<file path="src/rtl/boot_pkg.sv">
// Shared types and default sizes for the instruction-memory boot loader.
package boot_pkg;

  typedef enum logic [2:0] {
    IDLE    = 3'd0,
    LOAD    = 3'd1,
    CSUM    = 3'd2,
    RELEASE = 3'd3,
    RUN     = 3'd4
  } boot_state_t;

  localparam int BOOT_ADDR_W = 8;
  localparam int BOOT_LEN_W  = BOOT_ADDR_W + 1;

endpackage

</file>
<file path="src/rtl/boot_release_timer.sv">
// Counts down RUN_DELAY cycles after a load; expire_o marks the last counted cycle.
module boot_release_timer #(
  parameter int RUN_DELAY = 2
) (
  input  logic clk,
  input  logic rst,
  input  logic load_i,
  output logic expire_o
);

  localparam int CW = $clog2(RUN_DELAY + 1);
  localparam logic [CW-1:0] DELAY = CW'(RUN_DELAY);
  localparam logic [CW-1:0] ONE   = CW'(1);
  localparam logic [CW-1:0] ZERO  = CW'(0);

  logic [CW-1:0] cnt_q;

  // Reload on request, otherwise count down to zero and park there.
  always_ff @(posedge clk) begin
    if (rst) begin
      cnt_q <= ZERO;
    end else if (load_i) begin
      cnt_q <= DELAY;
    end else if (cnt_q != ZERO) begin
      cnt_q <= cnt_q - ONE;
    end else begin
      cnt_q <= cnt_q;
    end
  end

  assign expire_o = (cnt_q == ONE);

endmodule

</file>
<file path="src/rtl/imem_boot_loader.sv">
// Streams a program into instruction memory and holds the core in reset until it is loaded.
// Optional trailing checksum word is enabled by defining IMEM_BOOT_CHECKSUM_EN.
module imem_boot_loader
  import boot_pkg::*;
#(
  parameter int ADDR_WIDTH = BOOT_ADDR_W,
  parameter int DATA_WIDTH = 32,
  parameter int RUN_DELAY  = 2
) (
  input  logic                  clk,
  input  logic                  rst,
  input  logic                  start,
  input  logic [ADDR_WIDTH:0]   len,
  input  logic                  s_valid,
  output logic                  s_ready,
  input  logic [DATA_WIDTH-1:0] s_data,
  output logic                  imem_we,
  output logic [ADDR_WIDTH-1:0] imem_addr,
  output logic [DATA_WIDTH-1:0] imem_wdata,
  output logic                  core_rst,
  output logic                  busy,
  output logic                  done,
  output logic                  error
);

  localparam logic [ADDR_WIDTH:0]   CAPACITY  = {1'b1, {ADDR_WIDTH{1'b0}}};
  localparam logic [ADDR_WIDTH:0]   LEN_ZERO  = (ADDR_WIDTH + 1)'(0);
  localparam logic [ADDR_WIDTH:0]   LEN_ONE   = (ADDR_WIDTH + 1)'(1);
  localparam logic [ADDR_WIDTH-1:0] ADDR_ZERO = ADDR_WIDTH'(0);
  localparam logic [ADDR_WIDTH-1:0] ADDR_ONE  = ADDR_WIDTH'(1);
  localparam logic [DATA_WIDTH-1:0] DATA_ZERO = DATA_WIDTH'(0);

  boot_state_t           state_q;
  logic [ADDR_WIDTH:0]   len_q;
  logic [ADDR_WIDTH-1:0] count_q;
  logic                  s_ready_q;
  logic                  imem_we_q;
  logic [ADDR_WIDTH-1:0] imem_addr_q;
  logic [DATA_WIDTH-1:0] imem_wdata_q;
  logic                  core_rst_q;
  logic                  busy_q;
  logic                  done_q;
  logic                  error_q;

  logic hs;
  logic len_ok;
  logic last_word;
  logic tmr_load;
  logic tmr_expire;

  assign hs        = s_valid && s_ready_q;
  assign len_ok    = (len != LEN_ZERO) && (len <= CAPACITY);
  // Count is kept one bit narrower than len; compare against len-1 so a full fill never wraps.
  assign last_word = ({1'b0, count_q} == (len_q - LEN_ONE));

`ifdef IMEM_BOOT_CHECKSUM_EN
  logic [DATA_WIDTH-1:0] sum_q;
  logic [DATA_WIDTH-1:0] sum_d;
  logic                  csum_ok;

  assign sum_d    = sum_q + s_data;
  assign csum_ok  = (sum_d == DATA_ZERO);
  assign tmr_load = (state_q == CSUM) && hs && csum_ok;
`else
  assign tmr_load = (state_q == LOAD) && hs && last_word;
`endif

  boot_release_timer #(
    .RUN_DELAY (RUN_DELAY)
  ) u_release_timer (
    .clk      (clk),
    .rst      (rst),
    .load_i   (tmr_load),
    .expire_o (tmr_expire)
  );

  // Loader FSM with all outputs registered alongside the state.
  always_ff @(posedge clk) begin
    if (rst) begin
      state_q      <= IDLE;
      len_q        <= LEN_ZERO;
      count_q      <= ADDR_ZERO;
      s_ready_q    <= 1'b0;
      imem_we_q    <= 1'b0;
      imem_addr_q  <= ADDR_ZERO;
      imem_wdata_q <= DATA_ZERO;
      core_rst_q   <= 1'b0;
      busy_q       <= 1'b0;
      done_q       <= 1'b0;
      error_q      <= 1'b0;
`ifdef IMEM_BOOT_CHECKSUM_EN
      sum_q        <= DATA_ZERO;
`endif
    end else begin
      imem_we_q <= 1'b0;
      done_q    <= 1'b0;
      error_q   <= 1'b0;
      case (state_q)
        IDLE, RUN: begin
          if (start) begin
            if (len_ok) begin
              state_q    <= LOAD;
              len_q      <= len;
              count_q    <= ADDR_ZERO;
              s_ready_q  <= 1'b1;
              busy_q     <= 1'b1;
              core_rst_q <= 1'b0;
`ifdef IMEM_BOOT_CHECKSUM_EN
              sum_q      <= DATA_ZERO;
`endif
            end else begin
              error_q <= 1'b1;
            end
          end
        end
        LOAD: begin
          if (hs) begin
            imem_we_q    <= 1'b1;
            imem_addr_q  <= count_q;
            imem_wdata_q <= s_data;
`ifdef IMEM_BOOT_CHECKSUM_EN
            sum_q        <= sum_d;
`endif
            if (last_word) begin
`ifdef IMEM_BOOT_CHECKSUM_EN
              state_q   <= CSUM;
`else
              state_q   <= RELEASE;
              s_ready_q <= 1'b0;
`endif
            end else begin
              count_q <= count_q + ADDR_ONE;
            end
          end
        end
        CSUM: begin
`ifdef IMEM_BOOT_CHECKSUM_EN
          if (hs) begin
            s_ready_q <= 1'b0;
            if (csum_ok) begin
              state_q <= RELEASE;
            end else begin
              state_q <= IDLE;
              busy_q  <= 1'b0;
              error_q <= 1'b1;
            end
          end
`else
          state_q   <= IDLE;
          s_ready_q <= 1'b0;
          busy_q    <= 1'b0;
`endif
        end
        RELEASE: begin
          if (tmr_expire) begin
            state_q    <= RUN;
            core_rst_q <= 1'b1;
            done_q     <= 1'b1;
            busy_q     <= 1'b0;
          end
        end
        default: begin
          state_q    <= IDLE;
          s_ready_q  <= 1'b0;
          busy_q     <= 1'b0;
          core_rst_q <= 1'b0;
        end
      endcase
    end
  end

  assign s_ready    = s_ready_q;
  assign imem_we    = imem_we_q;
  assign imem_addr  = imem_addr_q;
  assign imem_wdata = imem_wdata_q;
  assign core_rst   = core_rst_q;
  assign busy       = busy_q;
  assign done       = done_q;
  assign error      = error_q;

endmodule

</file>
<file path="config.mk">
export PLATFORM = sky130hd
export DESIGN_NAME = imem_boot_loader
export DESIGN_NICKNAME = d
export VERILOG_FILES = /design/src/rtl/boot_pkg.sv /design/src/rtl/boot_release_timer.sv /design/src/rtl/imem_boot_loader.sv
export SDC_FILE = /design/constraint.sdc
export NUM_CORES = 1
export LEC_CHECK = 0
export ABC_CLOCK_PERIOD_IN_PS = 3900
export BUFFER_PORTS_ARGS = -buffer_cell sky130_fd_sc_hd__buf_4
export CELL_PAD_IN_SITES_DETAIL_PLACEMENT = 0
export CELL_PAD_IN_SITES_GLOBAL_PLACEMENT = 1
export CORE_MARGIN = 10
export CORE_UTILIZATION = 27
export DETAILED_ROUTE_END_ITERATION = 12
export PLACE_DENSITY_LB_ADDON = 0.1
export SYNTH_ARGS = -nofsm -noshare
export SYNTH_HDL_FRONTEND = slang
export SYNTH_SLANG_ARGS = --single-unit
export TNS_END_PERCENT = 100
</file>
<file path="constraint.sdc">
create_clock -name clk -period 3.9 [get_ports clk]
set_clock_uncertainty 0.05 [all_clocks]
set_input_delay 0.195 -clock clk [delete_from_list [all_inputs] [get_ports clk]]
set_output_delay 0.195 -clock clk [all_outputs]
set_load 0.05 [all_outputs]
</file>
; Yosys cells after proc, flatten, opt, wreduce, memory -nomap -nowiden
; Cells that the tools add are included.
[totals]
ff_bits = 68
in_bits = 45
elab_cells = 83
output_inout_bits = 46
[classes]
n_bitwise = 5
n_reduce_logical = 22
mux = 27
n_eq_ne = 12
order_cmp = 1
add_sub_neg = 3
[ops]
columns = op, n
row1 = 8-bit two-way mux, 4
row2 = 8-bit case mux with 2 select lines, 1
row3 = 3-bit two-way mux, 5
row4 = 5-bit AND reduction, 3
row5 = "2-bit != test, second input constant", 6
row6 = 1-bit two-way mux, 11
row7 = 2-bit OR reduction, 5
row8 = 8-bit by 9-bit == test with 1-bit output, 1
row9 = "9-bit less-or-equal comparator, second input constant", 1
row10 = 1-bit case mux with 3 select lines, 3
row11 = 3-bit case mux with 3 select lines, 1
row12 = 9-bit nonzero test, 1
row13 = "9-bit by 1-bit subtractor with 9-bit output, second input constant", 1
row14 = "8-bit by 1-bit adder with 8-bit output, second input constant", 1
row15 = 4-bit AND reduction, 2
row16 = "3-bit by 2-bit == test with 1-bit output, second input constant", 2
row17 = 2-bit nonzero test, 3
row18 = 1-bit inverter, 5
row19 = 1-bit logical AND, 4
row20 = 2-bit two-way mux, 2
row21 = "3-bit by 1-bit == test with 1-bit output, second input constant", 1
row22 = "3-bit == test, second input constant", 1
row23 = 3-bit zero test, 1
row24 = 3-bit AND reduction, 1
row25 = 4 further kinds, 4

; Logic depth before layout (Yosys ltp)
[logic_depth]
ltp_word = 5
depth_mapped = 10
depth_no_buf = 9

; Cells and area by module
; From an unflattened synthesis, not the netlist that was laid out.
[hier_totals]
cells_unflattened = 351
hier_area_um2 = 2907.8
[modules_own_cells]
columns = module, instances, area_per_inst_um2, seq_area_each_um2, cells_per_inst
row1 = imem_boot_loader, 1, 2837.7, 1321.3, 345
row2 = boot_release_timer, 1, 70.1, 40.0, 6

; Worst setup path before layout
; No wires, ideal clock.
[synth_path]
kind = register to register
startpoint = register len_q[2]
endpoint = register count_q[0]
n_path_buf = 2
path_stages_with_launch = 10
synth_period_minus_slack_ns = 2.236
arrival_time_ns = 2.071
required_time_ns = 3.734
setup_slack_ns = 1.664
setup_ns = 0.116
cell_sequence = dfxtp_1 clkbuf_1 or3_1 or4_1 nand3_1 o211ai_1 o21ai_2 buf_6 xor2_1 nor2_1
[synth_via]
elab_chain_cells = 4
[synth_lines]
columns = element, line_no
row1 = start: declaration, imem_boot_loader.sv:34  ; logic [ADDR_WIDTH:0] len_q;
row2 = start signal: assignment, imem_boot_loader.sv:103  ; len_q <= len;
row3 = 9-bit by 1-bit subtractor with 9-bit output, imem_boot_loader.sv:54  ; assign last_word = ({1'b0, count_q} == (len_q - LEN_ONE));
row4 = 8-bit by 9-bit == test with 1-bit output, imem_boot_loader.sv:54
row5 = 2-bit != test (no source line), -
row6 = 5-bit AND reduction (no source line), -
row7 = end signal: assignment, imem_boot_loader.sv:132  ; count_q <= count_q + ADDR_ONE;
row8 = end: declaration, imem_boot_loader.sv:35  ; logic [ADDR_WIDTH-1:0] count_q;
; No other way between the ends.
; A chain may end at the register's enable or synchronous reset.

; Final worst setup path
[layout_path]
startpoint = register len_q[2]
endpoint = register count_q[6]
; Same word-level chain as after synthesis.

==> metrics.md <==
| Metric | Value |
|---|---|
| Status | finished, final reports clean |
| Tightest Hold Check Type | in -> reg |
| Synth Cell Area | 0.00291 mm2 |
| FF+latch area | 0.00136 mm2 |
| Post-Route WL | 8540 um |
| # clock sinks | 68 |
| Num CTS Buffers | 9 |
| Post-Syn Instances | 361 |
| Pwr dens | 397 mW/mm2 |
| GPL Wtd Cong | between 0.7 and 0.8 |
| Fraction of registers with async set/reset | 0 |
| Critical R2R Launch | len_q[2] |
| Dpl cell area | about 0.0037 mm2 |
| Initial antenna violation count | 0 |
| CP endpoint | count_q[6] |
| WP data arrival | 2.77 ns |
| Avg Vias per Cell | 4.67 |
| Worst Path Max Fanout | 14 |
| DR vias | 2711 |
| Unrepaired setup endpoints after global routing | false |
| Complex-gate fraction of the synthesized area | 0.159 |
| Hold path depth | 3 |
| Synth top area cells | dfxtp_1, nand2_1, a21oi_1, mux2i_1, nor2_1 |
| Antenna diodes | 0 |
| IO Port Bufs | 90 |
| Max VDD drop | 0.126 mV |
| Post-CTS Setup Bufs | 0 |
| Synth Area in XOR/XNOR | 0.0241 |
| Synth Register Bits | 68 |
| Post-route setup TNS | 0 ns |
| TritonCTS clock tree | done |
| Post-synthesis mux area share | 0.0348 |
| Number of synthesized flops with an enable pin | 0 |
| DRT antenna net count | 0 |
| Share of cells above drive strength 1 | 0.263 |
| Ys flop type | dfxtp_1 |
| Post-synthesis adder-cell area fraction | 0.00859 |
| Vias in the first global route | 2788 |
| WS Path Type | reg -> reg |
| CP required | 4.14 ns |
| Commonest non-fill, non-tap cell in the layout | nand2_1 |
| Max Fclk | 394 MHz |
| Die area | 0.0153 mm2 |
| CP endpoint kind | flip-flop |
| CTS max path bufs | 2 |
| Yosys top cell by area | dfxtp_1 |
| Worst r2r path cells | 7 |
| Post-Syn Nets | 408 |
| GR Layer Usage met1 | 0.140 |
| Largest net degree at the start of global routing | between 60 and 70 |
| Reg2reg end | count_q[6] |
| Leak Pwr | roughly 1.5 nW |
| Most frequent cells in the layout | nand2_1, buf_4, dfxtp_1 |
| # H-tree levels | 3 |
| Netlist cell types | 49 |
| Part of the cycle the worst path needs | 0.650 |
| # hold bufs at CTS | 0 |
| GR Util met3 | 0.0480 |
| Ports | 91 |
| Final-report setup violation count | 0 |
| Design Area, Final | between 0.003 and 0.004 mm2 |
| HPWL Detailed | 5780 um |
| PnR Total Power | 1.54 mW |
| Post-synthesis simple-gate area fraction | 0.266 |
| Worst slew margin | 0.366 |
| Synth top area share | 0.468 |
| Skew-Pair Late Insertion Delay | 0.35 ns |
| Final Net Count | 487 |
| Mapped Avg Cell Area | between 8 and 9 um2 |
| Place WS | between 1 and 1.5 ns |
| Busiest metal layer after global routing | met2 |
| R2R setup slack | 1.36 ns |
| Post-synthesis sequential area ratio | 0.468 |
| Initial DRC Count | 180 |
| Core area | 0.0104 mm2 |
| Largest family of logic cells by synthesized area | simple AND/OR/NAND/NOR gates |
| # rows | 37 |
| Initial core utilization | 0.280 |
| Least-Margin Pin Slew | around 0.95 ns |
| Crit path time final | 2.54 ns |
| Final WS setup | 1.36 ns |
| CP startpoint | len_q[2] |
| First-pass GRT wire length | 13900 um |
| Syn-to-layout area delta | 33.2% |
| Die X | 124 um |
| Cts repair resizes | 0 |
| 1st-pass router iterations | 5 |
| Warnings, synthesis | 0 |
| Total grt overflow | 0 |
| Met2 Use GR | 0.169 |
| Root Buffer | clkbuf_8 |
| Gr usage total | 0.115 |
| Multi-input gate area | 0.00144 mm2 |
| MaxCap Viol Count | 0 |
| Min Hold Slack | 0.0336 ns |
| Die Span Y | 124 um |
| Fin. Hold Viols | 0 |
| Number of fill cells | 1125 |
| CP Launch Type | flip-flop |
| Routed len/inst | 14.7 um |
| Clk slew on worst S/H paths | 0.08 ns |
| # DRC | 0 |
| Slew Limit Fails | 0 |
==> area by class of cell <==
type | count | area share
multi-input cells | 264 | 0.371
flip-flops and latches | 68 | 0.351
repair buffers | 91 | 0.176
well taps | 136 | 0.0439
clock buffers | 12 | 0.0400
clock inverters | 4 | 0.0123
inverters | 6 | 0.00581
==> worst max-delay path, stage by stage (launching register included) <==
cell and delay, ns:
dfxtp_1 0.40, or3_1 0.47, or4_1 0.54, nand3_1 0.10
o211ai_1 0.10, o21ai_2 0.47, o21ai_0 0.18, a21oi_1 0.15
==> sequential cells by signal (all words and copies together), names as in the netlist <==
name,count
busy,1
error,1
imem_wdata,32
len_q,9
u_release_timer.cnt_q,2
count_q,8
core_rst,1
imem_we,1
done,1
s_ready,1
state_q,3
imem_addr,8
==> through the flow <==
stage                util  instances
global route        0.372        581
detailed placement  0.353        565
finish              0.372        581
global placement    0.353        565
CTS                 0.372        581
floorplan               -        361
==> per-layer routing <==
metal	wire (um)	up-vias
li1	-	1392
met1	3870	1241
met2	3680	68
met3	845	10
met4	150	0
met5	0	-
==> Yosys cell counts (2+ instances only) <==
library cell and instances:
a21oi_1 53, and3_1 2, clkbuf_1 20, dfxtp_1 68, ha_1 2, inv_1 6, mux2i_1 9, nand2_1 92
nand2b_1 3, nand3_1 8, nand4_1 3, nand4b_1 3, nor2_1 23, nor2b_1 5, nor3_1 7, o211ai_1 4
o21ai_0 3, o21ai_1 5, o21ai_2 2, or3_1 5, or4_1 4, xnor2_1 6, xor2_1 2
==> how the worst min path moves through the flow <==
| stage | startpoint | end |
|---|---|---|
| 2_1_floorplan | start | error |
| 3_3_place_gp | s_data[15] | imem_wdata[15] |
| 3_5_place_dp | imem_wdata[12] | imem_wdata[12] |
| 4_1_cts | s_data[11] | imem_wdata[11] |
| 5_1_grt | s_data[8] | imem_wdata[8] |
| 6_report | s_data[19] | imem_wdata[19] |
==> kinds of logic (layout without fill, tap and decap cells) <==
group                    count (synthesis)  after routing
multiplexers                            10             10
XOR/XNOR                                 8              8
flip-flops                              68             68
adder cells (fa/ha/maj)                  2              2
buffers and inverters                   29            113
AND/OR/NAND/NOR                        166            166
AO/OA/AOI/OAI                           78             78
==> power breakdown <==
group	switching [mW]	internal [mW]
sequential	0.0270	0.710
clock	0.283	0.329
combinational	0.109	0.0831
No activity file was read; power rests on OpenSTA's default activity.
